$ cat src/rtl/alu_sequencer.sv
// Sequential front end for a two-operand combinational ALU: accepts one command,
// drives registered operands, captures result/flags into an accumulator and returns a response.
module alu_sequencer #(
  parameter int unsigned W = 32
) (
  input  logic         clk,
  input  logic         reset_n,
  input  logic         cmd_valid,
  output logic         cmd_ready,
  input  logic [1:0]   cmd_op,
  input  logic         cmd_use_acc,
  input  logic [W-1:0] cmd_a,
  input  logic [W-1:0] cmd_b,
  output logic [1:0]   alu_opcode,
  output logic [W-1:0] alu_operand_A,
  output logic [W-1:0] alu_operand_B,
  input  logic [W-1:0] alu_result,
  input  logic [2:0]   alu_flags,
  output logic         rsp_valid,
  input  logic         rsp_ready,
  output logic [W-1:0] rsp_result,
  output logic [2:0]   rsp_flags,
  output logic [W-1:0] acc,
  output logic [15:0]  op_count,
  output logic         busy
);

  localparam int unsigned OP_W   = 2;
  localparam int unsigned FLAG_W = 3;
  localparam int unsigned CNT_W  = 16;

  typedef enum logic [1:0] {
    S_IDLE = 2'd0,
    S_EXEC = 2'd1,
    S_RESP = 2'd2
  } state_e;

  state_e state_q, state_d;

  logic              cmd_ready_q, cmd_ready_d;
  logic              rsp_valid_q, rsp_valid_d;
  logic              busy_q, busy_d;
  logic [OP_W-1:0]   alu_opcode_q;
  logic [W-1:0]      alu_operand_a_q;
  logic [W-1:0]      alu_operand_b_q;
  logic [W-1:0]      rsp_result_q;
  logic [FLAG_W-1:0] rsp_flags_q;
  logic [W-1:0]      acc_q;
  logic [CNT_W-1:0]  op_count_q;

  logic accept;
  logic complete;

  assign accept   = (state_q == S_IDLE) && cmd_valid;
  assign complete = (state_q == S_EXEC);

  // State register
  always_ff @(posedge clk or negedge reset_n) begin
    if (!reset_n) begin
      state_q <= S_IDLE;
    end else begin
      state_q <= state_d;
    end
  end

  // Next-state logic
  always_comb begin
    state_d = state_q;
    case (state_q)
      S_IDLE:  if (cmd_valid) state_d = S_EXEC;
      S_EXEC:  state_d = S_RESP;
      S_RESP:  if (rsp_ready) state_d = S_IDLE;
      default: state_d = S_IDLE;
    endcase
  end

  // Handshake/status outputs decoded from the next state so they leave a flop
  always_comb begin
    cmd_ready_d = 1'b0;
    rsp_valid_d = 1'b0;
    busy_d      = 1'b1;
    case (state_d)
      S_IDLE: begin
        cmd_ready_d = 1'b1;
        busy_d      = 1'b0;
      end
      S_RESP:  rsp_valid_d = 1'b1;
      default: ;
    endcase
  end

  always_ff @(posedge clk or negedge reset_n) begin
    if (!reset_n) begin
      cmd_ready_q <= 1'b1;
      rsp_valid_q <= 1'b0;
      busy_q      <= 1'b0;
    end else begin
      cmd_ready_q <= cmd_ready_d;
      rsp_valid_q <= rsp_valid_d;
      busy_q      <= busy_d;
    end
  end

  // ALU-side operand registers hold their value between commands
  always_ff @(posedge clk or negedge reset_n) begin
    if (!reset_n) begin
      alu_opcode_q    <= '0;
      alu_operand_a_q <= '0;
      alu_operand_b_q <= '0;
    end else if (accept) begin
      alu_opcode_q    <= cmd_op;
      alu_operand_a_q <= cmd_use_acc ? acc_q : cmd_a;
      alu_operand_b_q <= cmd_b;
    end
  end

  // Result capture, accumulator and wrapping operation counter
  always_ff @(posedge clk or negedge reset_n) begin
    if (!reset_n) begin
      rsp_result_q <= '0;
      rsp_flags_q  <= '0;
      acc_q        <= '0;
      op_count_q   <= '0;
    end else if (complete) begin
      rsp_result_q <= alu_result;
      rsp_flags_q  <= alu_flags;
      acc_q        <= alu_result;
      op_count_q   <= op_count_q + CNT_W'(1);
    end
  end

  assign cmd_ready     = cmd_ready_q;
  assign rsp_valid     = rsp_valid_q;
  assign busy          = busy_q;
  assign alu_opcode    = alu_opcode_q;
  assign alu_operand_A = alu_operand_a_q;
  assign alu_operand_B = alu_operand_b_q;
  assign rsp_result    = rsp_result_q;
  assign rsp_flags     = rsp_flags_q;
  assign acc           = acc_q;
  assign op_count      = op_count_q;

endmodule
$ cat config.mk
export PLATFORM = sky130hd
export DESIGN_NAME = alu_sequencer
export DESIGN_NICKNAME = d
export VERILOG_FILES = /design/src/rtl/alu_sequencer.sv
export SDC_FILE = /design/constraint.sdc
export NUM_CORES = 1
export LEC_CHECK = 0
export ABC_CLOCK_PERIOD_IN_PS = 1350
export CORE_UTILIZATION = 36
export DETAILED_ROUTE_END_ITERATION = 8
export GPL_TIMING_DRIVEN = 0
export PLACE_DENSITY = 0.78
export SLEW_MARGIN = 20
export SYNTH_ARGS = -nofsm -noshare
export SYNTH_HDL_FRONTEND = slang
export SYNTH_SLANG_ARGS = --single-unit
$ cat constraint.sdc
create_clock -name clk -period 1.35 [get_ports clk]
set_input_delay 0.27 -clock clk [delete_from_list [all_inputs] [get_ports clk]]
set_output_delay 0.27 -clock clk [all_outputs]
set_load 0.01 [all_outputs]
# Word-level counts from Yosys, hierarchy flattened
# Index checks and enable logic that the tools add are counted.
totals:
  reg_bits: 122
  input_bits: 106
  output_inout_bits: 152
  elab_cells: 24
op_classes:
  add_sub_neg: 1
  eq_ne: 3
  n_mux: 7
  reduce_logical: 3
ops:
  columns: ["operator", "count"]
  rows:
  - ["$mux W32", 1]
  - ["$add A16 B1 Y16 const B", 1]
  - ["$pmux W2 S3", 1]
  - ["$eq A2 B2 Y1 const B", 2]
  - ["$logic_not A2 Y1", 2]
  - ["$mux W2", 2]
  - ["$mux W1", 3]
  - ["$eq A2 B1 Y1 const B", 1]
  - ["$logic_and A1 B1 Y1", 1]

# Longest topological paths before layout
logic_depth:
  ltp_word: 4
  mapped_depth: 5
  depth_no_buf: 4

# Worst setup path before layout
# No wires, ideal clock.
synth_path:
  path_kind: "register to register"
  from: "register state_q[1]"
  to: "register alu_operand_b_q[0], in the netlist alu_operand_B[0]"
  setup_ns: 0.125
  t_arrival_ns: 1.263
  required_ns: 1.225
  slack_ns: -0.038
  path_stages_with_launch: 5
  path_buffers: 2
  period_less_slack_ns: 1.388
  cell_sequence: "dfrtp_1 -> nor3b_1 -> buf_2 -> buf_4 -> mux2_2"
synth_via:
  elab_chain_len: 2
synth_rtl:
  columns: ["item", "line", "text"]
  rows:
  - ["start: declaration", "38", "state_e state_q, state_d;"]
  - ["start signal: assignment", "62", "state_q <= state_d;"]
  - ["$logic_not A2 Y1", "54", "assign accept = (state_q == S_IDLE) && cmd_valid;"]
  - ["$logic_and A1 B1 Y1", "54", null]
  - ["end signal: assignment", "113", "alu_operand_b_q <= cmd_b;"]
  - ["end: declaration", "45", "logic [W-1:0] alu_operand_b_q;"]
# Every way passes these cells.
# A chain may end at the register's enable or synchronous reset.

# Final worst setup path
layout_path:
  from: "register state_q[0]"
  to: "register alu_operand_b_q[3], in the netlist alu_operand_B[3]"
# The elaborated chain is that of the path after synthesis.

==> run_results.csv <==
group,metric,value,unit
floorplan,ioPinCount,258,
sta,fmax,695,MHz
cts,cts_buffers,17,
global_routing,antenna_found_initial,0,
sta,hold_ws,0.283,ns
cts,htree_levels,4,
pwr,finalPower,0.0215,W
setup_path,crit_start,"state_q[0]$_DFF_PN0_",
finish,finalNetCount,816,
synth,yosysMostFrequentCell,"dfrtp_1",
route,drtIter0Drc,151,
job,max-cap-violations,0,
setup_path,rr_endpoint,"alu_operand_B[3]$_DFFE_PN0P_",
sta,max_slew_margin,62.5,%
setup_path,cpPeakStageDelay,0.42,ns
placed_design,placed_area,0.00795,sq mm
setup_path,crit_buf_inv,2,
route,antenna_left,0,
synth,synth_common_cells,"dfrtp_1 (121), mux2_2 (70), buf_4 (39)",
sta,fin_crit_sh,107,%
setup_path,path_depth,4,
outcome,violations,"negative setup slack",
synth,synth-seq-cells,122,
placed_design,placed_cells,824,
synth,synth_cell_types,24,
global_routing,grt_pass1_vias,4510,
setup_path,cp-end-kind,"flop",
finish,fin_util,65.5,%
finish,area_growth,77.2,%
cts,clock_sink_count,122,
setup_path,crit_fanout,10,
sta,slew_viol_final,0,
floorplan,rows,43,
pwr,switching_power,0.00696,W
setup_path,crit_end,"alu_operand_B[3]$_DFFE_PN0P_",
floorplan,start_util,37.0,%
route,via_count,4239,
sta,fin_crit,1.44,ns
pwr,combPwrFrac,48.7,%
floorplan,core-area,0.0139,sq mm
synth,syn_inst,387,
setup_path,crit_slowest_cell,"dfrtp_1",
cts,cts_root_buf,"clkbuf_16",
finish,design_area,0.00909,sq mm
setup_path,worst-r2r-setup-slack,-0.09,ns
cts,clk_latency,0.42,ns
synth,synth_area_leader_cell,"dfrtp_1",
sta,setup_ws,-0.0887,ns
synth,syn-num-nets,494,
setup_path,path_class,"reg -> reg",
cts,tritoncts,"done",
synth,ys_seq_area_share,59.5,%
finish,finalNonFillerCells,901,
sta,hold_viol_final,0,
setup_path,crit_path_start_kind,"flop",
synth,synth.area.top_cells,"dfrtp_1 (59%), mux2_2 (15%), mux2i_1 (6.2%)",
placed_design,hpwl,10.4,mm
route,route.detailed.drc,0,
cts,clk_path_buf_depth,2,
route,vias_per_cell,4.70,
pwr,leakage,4.22,nW
finish,drive_gt1_share,42.0,%
synth,synth_top_area_share,59.0,%
pwr,clkPwrFrac,20.6,%
setup_path,critPathTopFamily,"flip-flops",
setup_path,crit_chain,"nor3b_4, buf_6, buf_8, mux2_2",
hold_path,min_path_type,"in -> reg",
global_routing,grt_usage,20.6,%
pwr,power_frac_seq,30.7,%
setup_path,required,1.64,ns
synth,synth_area_per_cell,13.3,sq um
placed_design,numPortBuffers,256,
floorplan,fp.dieH,121,um
setup_path,ff2ff_path_depth,4,
setup_path,reg2reg_from,"state_q[0]$_DFF_PN0_",
route,drt-wirelength-per-cell,17.5,um
synth,netlist_area,0.00513,sq mm
sta,finalSetupViolCount,67,
placed_design,routabilityCongestion,0.752,
synth,yosys_most_used_dff,"dfrtp_1",
cts,clk_pin_slew_worst_paths,0.05,ns
sta,rsz0062_at_grt,"true",
finish,n_antenna_cell,0,
route,wirelength,15.8,mm
route,dr.pass1.iters,4,
pwr,switching_share,32.3,%
sta,skew,0.00593,ns
synth,synth_edf_count,0,
pwr,cellInternalPower,0.0146,W
global_routing,grt_pass1_wl,22.7,mm
synth,ys_warn_count,0,
pwr,power_density,2370,mW/mm^2
floorplan,die-area,0.0147,sq mm
global_routing,gr-total-overflow,0,
outcome,status,"finished, violations left",
pwr,ir_drop,0.00115,V
sta,tightest_slew,0.563,ns
global_routing,grt_max_degree,66,
setup_path,worstPathArrival,1.73,ns
floorplan,die_x,121,um
synth,async_flop_share,100,%
-- cells by family (layout without fill, tap and decap cells) --
family / Yosys count / after routing / synth area share (%)
flops: 122 / 122 / 59.5
simple gates: 59 / 59 / 5.56
xor+xnor: 15 / 15 / 2.56
buf+inv: 54 / 388 / 7.12
mux: 102 / 102 / 21.6
compound gates: 34 / 34 / 3.41
fa+ha+maj: 1 / 1 / 0.244
-- registers in the layout, summed over array words and instances (netlist names), 2 cells and up --
register / count
state_q: 2
alu_operand_A: 32
alu_operand_B: 32
acc: 32
rsp_flags: 3
alu_opcode: 2
op_count: 16
-- metal layers --
metal | track usage, % | share of wire (%) | vias to the layer above
met5 | 0 | 0 | -
met2 | 36.5 | 53 | 174
li1 | - | - | 1941
met4 | 8.95 | 2.1 | 0
met1 | 22.2 | 37 | 2091
met3 | 6.77 | 7.2 | 33
-- worst reg2reg max path, delay by kind of cell (launching register included) --
kind	cells	cell delay, ns
flip-flops	1	0.42
multiplexers	1	0.35
buffers and inverters	2	0.32
AND/OR/NAND/NOR	1	0.23
-- cells in the final DEF, fill, tap and decap left out, types with 2 or more instances in the layout --
cell type        netlist  layout
nor2_4                 0       2
inv_1                  2       2
clkbuf_2               0      26
bufinv_16              0       2
buf_8                  0      10
mux2_2                70      42
mux2i_1               32      32
and4_4                 1       2
dfrtp_2                0       2
dfrtp_1              121     119
nand4_1                5       5
clkinv_2               0       7
and3_4                 1       2
buf_6                  0      57
mux2_4                 0      28
a21oi_1               32      32
clkdlybuf4s50_1        0     103
xor2_1                 5       5
buf_4                 39      55
clkbuf_16              0      20
nand2_1                7       7
nor2_2                 0       2
clkdlybuf4s15_2        0       2
buf_2                 13      30
xnor2_1               10      10
nor2_1                37      33
a21o_1                 2       2
buf_12                 0       3
clkbuf_8               0       4
clkdlybuf4s15_1        0      64
-- stage by stage --
stage	setup TNS [ns]	setup slack (ns)
final	-3.15	-0.0887
after global routing	-11.03	-0.166
after CTS	-4.13	-0.154
after detailed placement	-35.44	-0.494
after global placement	-590.83	-4.61
after floorplan	-0.344	-0.0115
-- timing repair --
action                     CTS  global route
setup endpoints to repair  251           175
pin swaps                    1            15
gates cloned                 1             3
buffers inserted            46            12
hold endpoints to repair    56             0
resized for setup          499           106
hold buffers                 1             0
-- layout make-up --
type / instances / area [sq um]
flip-flops and latches: 122 / 3060
repair buffers: 318 / 2900
multi-input cells: 211 / 1870
well taps: 180 / 225
clock buffers: 22 / 484
inverters: 2 / 7.51
fillers: 1077 / 4790
clock inverters: 9 / 95.1
plain buffers: 37 / 448
-- worst min path at each step --
stage,slack [ns],to,start,depth (start not counted)
after detailed placement,0.28,op_count[14]$_DFFE_PN0N_,reset_n,1
final,0.28,alu_operand_A[16]$_DFFE_PN0P_,cmd_use_acc,3
after floorplan,-0.03,acc[0]$_DFFE_PN0N_,reset_n,0
after global placement,0.46,op_count[15]$_DFFE_PN0N_,op_count[15]$_DFFE_PN0N_,1
after CTS,0.26,alu_operand_A[16]$_DFFE_PN0P_,cmd_use_acc,3
after global routing,0.28,alu_operand_A[16]$_DFFE_PN0P_,cmd_use_acc,3
-- power by group through the flow --
stage          Clock [W]  Combinational, W  Sequential, W
2_1_floorplan          0           0.00342        0.00724
3_3_place_gp           0           0.00942        0.00655
4_1_cts          0.00449            0.0101        0.00655
6_report         0.00443            0.0105        0.00662
3_5_place_dp           0           0.00957        0.00668
5_1_grt          0.00467            0.0112        0.00685
Power figures use the tool's default switching activity.
